$ cat src/rtl/period_meter.sv
// period_meter: measures rise-to-rise period and high time of a slow input in clk cycles
// Ports: clk, reset (sync, active-high), enable (0 = idle, partial count discarded),
//   sig_in (asynchronous input), period_out/high_out with meas_valid/meas_ready handshake,
//   overrun (sticky, a result was dropped), no_signal (no rising edge within TIMEOUT cycles).
// Build option: define PERIOD_METER_AVG_EN to present the truncated average of every 4 captures.
module period_meter #(
  parameter int CNT_W = 32,
  parameter int TIMEOUT = 50_000_000,
  parameter int SYNC_STAGES = 2
) (
  input  logic             clk,
  input  logic             reset,
  input  logic             enable,
  input  logic             sig_in,
  output logic [CNT_W-1:0] period_out,
  output logic [CNT_W-1:0] high_out,
  output logic             meas_valid,
  input  logic             meas_ready,
  output logic             overrun,
  output logic             no_signal
);
  typedef enum logic [1:0] {IDLE, ARM, MEAS} state_t;
  state_t state, state_nx;
  logic [SYNC_STAGES-1:0] sync;
  logic s, s_d, rise, timeout, capture, present;
  logic [CNT_W-1:0] period_cnt, high_cnt, res_p, res_h;
  assign s = sync[SYNC_STAGES-1];
  assign rise = s & ~s_d;
  // period_cnt doubles as the ARM wait counter, so one compare covers both timeouts
  assign timeout = enable && state != IDLE && !rise && period_cnt == CNT_W'(TIMEOUT);
  assign capture = enable && state == MEAS && rise;
  always_ff @(posedge clk) state <= reset ? IDLE : state_nx;
  always_comb begin
    state_nx = state;
    state_nx = !enable ? IDLE : state == IDLE ? ARM : rise ? MEAS : timeout ? ARM : state;
  end
  // the closing rise of one period reloads the counters as the opening rise of the next
  always_ff @(posedge clk) begin
    if (reset || !enable || state == IDLE || timeout) begin
      period_cnt <= '0;
      high_cnt <= '0;
    end else if (rise) begin
      period_cnt <= CNT_W'(1);
      high_cnt <= CNT_W'(1);
    end else begin
      period_cnt <= period_cnt + CNT_W'(1);
      high_cnt <= state == MEAS ? high_cnt + CNT_W'(s) : '0;
    end
  end
`ifdef PERIOD_METER_AVG_EN
  logic [CNT_W+1:0] acc_p, acc_h, sum_p, sum_h;
  logic [1:0] phase;
  assign sum_p = acc_p + {2'b00, period_cnt};
  assign sum_h = acc_h + {2'b00, high_cnt};
  assign present = capture && phase == 2'd3;
  assign res_p = sum_p[CNT_W+1:2];
  assign res_h = sum_h[CNT_W+1:2];
  always_ff @(posedge clk) begin
    if (reset || !enable || timeout) begin
      acc_p <= '0;
      acc_h <= '0;
      phase <= '0;
    end else if (capture) begin
      acc_p <= present ? '0 : sum_p;
      acc_h <= present ? '0 : sum_h;
      phase <= phase + 2'd1;
    end
  end
`else
  assign present = capture;
  assign res_p = period_cnt;
  assign res_h = high_cnt;
`endif
  always_ff @(posedge clk) begin
    if (reset) begin
      sync <= '0;
      s_d <= 1'b0;
      period_out <= '0;
      high_out <= '0;
      meas_valid <= 1'b0;
      overrun <= 1'b0;
      no_signal <= 1'b0;
    end else begin
      sync <= {sync[SYNC_STAGES-2:0], sig_in};
      s_d <= s;
      if (timeout) no_signal <= 1'b1;
      else if (enable && state != IDLE && rise) no_signal <= 1'b0;
      if (present && (!meas_valid || meas_ready)) begin
        period_out <= res_p;
        high_out <= res_h;
        meas_valid <= 1'b1;
      end else if (present) overrun <= 1'b1;
      else if (meas_ready) meas_valid <= 1'b0;
    end
  end
endmodule

$ cat config.mk
export PLATFORM = sky130hd
export DESIGN_NAME = period_meter
export DESIGN_NICKNAME = d
export VERILOG_FILES = /design/src/rtl/period_meter.sv
export SDC_FILE = /design/constraint.sdc
export NUM_CORES = 1
export LEC_CHECK = 0
export CORE_UTILIZATION = 40
export CTS_CLUSTER_DIAMETER = 200
export DETAILED_ROUTE_END_ITERATION = 12
export PLACE_DENSITY = 0.68
export SYNTH_ARGS = -nofsm -noshare
export SYNTH_HDL_FRONTEND = slang
export SYNTH_SLANG_ARGS = --single-unit
$ cat constraint.sdc
create_clock -name clk -period 4.15 [get_ports clk]
set_clock_uncertainty 0.2 [all_clocks]
set_input_delay 0.6225 -clock clk [delete_from_list [all_inputs] [get_ports clk]]
set_output_delay 0.6225 -clock clk [all_outputs]
set_load 0.005 [all_outputs]
==> qor.csv <==
metric,value,unit
final setup vio count,0,
CTS sink count,136,
Final period util,0.619,
Die X,118,µm
VDD IR-drop max,0.208,mV
number of buffers added on ports,71,
crit end category,register,
largest net degree at the start of global routing,73,
register area share after synthesis,0.509,
pwr dens,419,nW/µm²
mean post-synth cell area,8.48,µm²
"Hold-fix buffers, CTS",0,
WHS Path Cells,1,
via count,4367,
Initial Util,0.417,
Tmin final,2.57,ns
CTS H-Tree Depth,4,
Placeable Area,12800,µm²
ANT cells,0,
most frequent cells in the layout,"nand2_1 (142), dfxtp_1 (136), nor2_1 (80)",
WL/cell,13.1,µm
Clock transition at path regs,0.05,ns
Root Buffer,clkbuf_16,
Pwr Total,2830,µW
Yosys cell types,36,
Area Growth Syn to Fin,26.0,%
Die Ht,118,µm
CP Launch Type,input port,
Post-synth EDFFs,0,
Post-CTS Setup Inserts,0,
Final GP Congestion,0.760,
cell family with the largest share of critical-path delay,simple AND/OR/NAND/NOR gates,
"flops & latches, synth",136,
asr flop ratio synth,0,
First-pass DRT Iterations,4,
post-route ant nets,0,
initial antenna violation count,0,
Synth Net Count,640,
Worst-Margin Slew,1.16,ns
post-route cell area,6750,µm²
"Core Util, Final",0.526,
synth warn,0,
final hold vios,0,
CP cell instances,"clkdlybuf4s50_1, o21ai_0, nor4_2, nand4b_4, nand4_2, nor2_1",
Worst Hold Class,register to register,
CP peak stage delay,0.56,ns
crit path max fanout,31,
die area,13800,µm²
Synth Instances,631,
critical path depth,6,
required time worst endpoint,4.22,ns
ys flop type,dfxtp_1,
placed inst area,6150,µm²
vias in the first global route,4265,
nets,705,
RSZ-0062 raised after global routing,false,
maximum clock frequency,389,MHz
Pins Over Slew Limit,0,
initial drt markers,216,
remaining global-route overflow,0,
Register-to-Register Path Depth,5,
slowest CP cell,nand4_2,
post-DP HPWL,7.60,mm
clock tree buffer depth,2,
row cnt,41,
routed vias/inst,4.96,
"commonest non-fill, non-tap cell in the layout",nand2_1,
I/O pin count,72,
Hold WS,0.250,ns
Overall Global Routing Usage,0.174,
global-route wire length before repair,19.5,mm
Num CTS Buffers,17,
setup TNS,0,ns
post_cts resized,0,
max_cap viols,0,
Clock Latency Late Sink,0.41,ns
layout cell share with drive strength beyond 1,0.0621,
DR DRC count,0,
crit path DAT,2.64,ns
type of the worst setup path,input port to register,
Pleak,0.00213,µW
CTS tree,done,
status,"complete, no violations",
worst path buffer plus inverter count,1,
final wirelength,11.6,mm
Post-Synthesis Cell Area,5350,µm²
Slew HR,0.226,
[metrics by stage]
step           std cells  worst slack, ns
3_3_place_gp         849             1.26
6_report             881             1.58
2_1_floorplan        631             2.12
3_5_place_dp         849             1.16
4_1_cts              881             1.55
5_1_grt              881             1.27
[per-layer routing]
metal  global-route usage  wire [µm]  share of wire
met5                    0          0              0
met1                0.205       5280           0.46
met3               0.0446        379          0.033
met2                0.296       5660           0.49
met4               0.0785        228          0.020
[layout make-up]
cell class,count,area [µm²]
inverter,8,30.0
fill,1190,6080
sequential,136,2720
timing repair buffer,73,721
clock inverter,8,92.6
multi-input combinational,460,2460
clock buffer,24,502
tap,172,215
[flip-flops by register name (all words and copies together), names as in the netlist]
name and cells:
high_cnt 32, state 2, period_cnt 32, high_out 32
sync 2, period_out 32, no_signal 1, s_d 1
overrun 1, meas_valid 1
[synthesized netlist by cell type (all sizes together) (6+ instances only)]
library cell,count,area (µm²)
nor3,10,60.1
a21oi,71,355
nor2,81,307
dfxtp,136,2720
inv,8,30.0
clkbuf,14,52.6
buf,13,91.3
nand3,26,135
and3,8,50.1
nor2b,6,37.5
nand2,143,537
nand4,26,169
nor4,6,65.1
xor2,35,307
xnor2,25,219
[cells by family after synthesis]
logic type / synth area share
buffers and inverters: 0.0325
AND/OR/NAND/NOR: 0.282
adder cells (fa/ha/maj): 0.00935
XOR/XNOR: 0.0982
flip-flops: 0.509
AO/OA/AOI/OAI: 0.0697
[power by group]
part	internal, µW	leakage (µW)	total [µW]	switching [µW]
combinational	6.60	0.000738	24.9	18.3
clock	959	0.000296	1490	533
sequential	1310	0.00110	1310	1.67
total	2270	0.00213	2830	553
[path summary, 6_finish.rpt]
check / from / end / slack (ns)
hold reg to reg: sync[0] / sync[1] / 0.25
setup / recovery: enable / high_cnt[5] / 1.58
hold / removal: sync[0] / sync[1] / 0.25
setup reg to reg: sync[1] / period_out[2] / 1.59
Power figures use the tool's default switching activity.
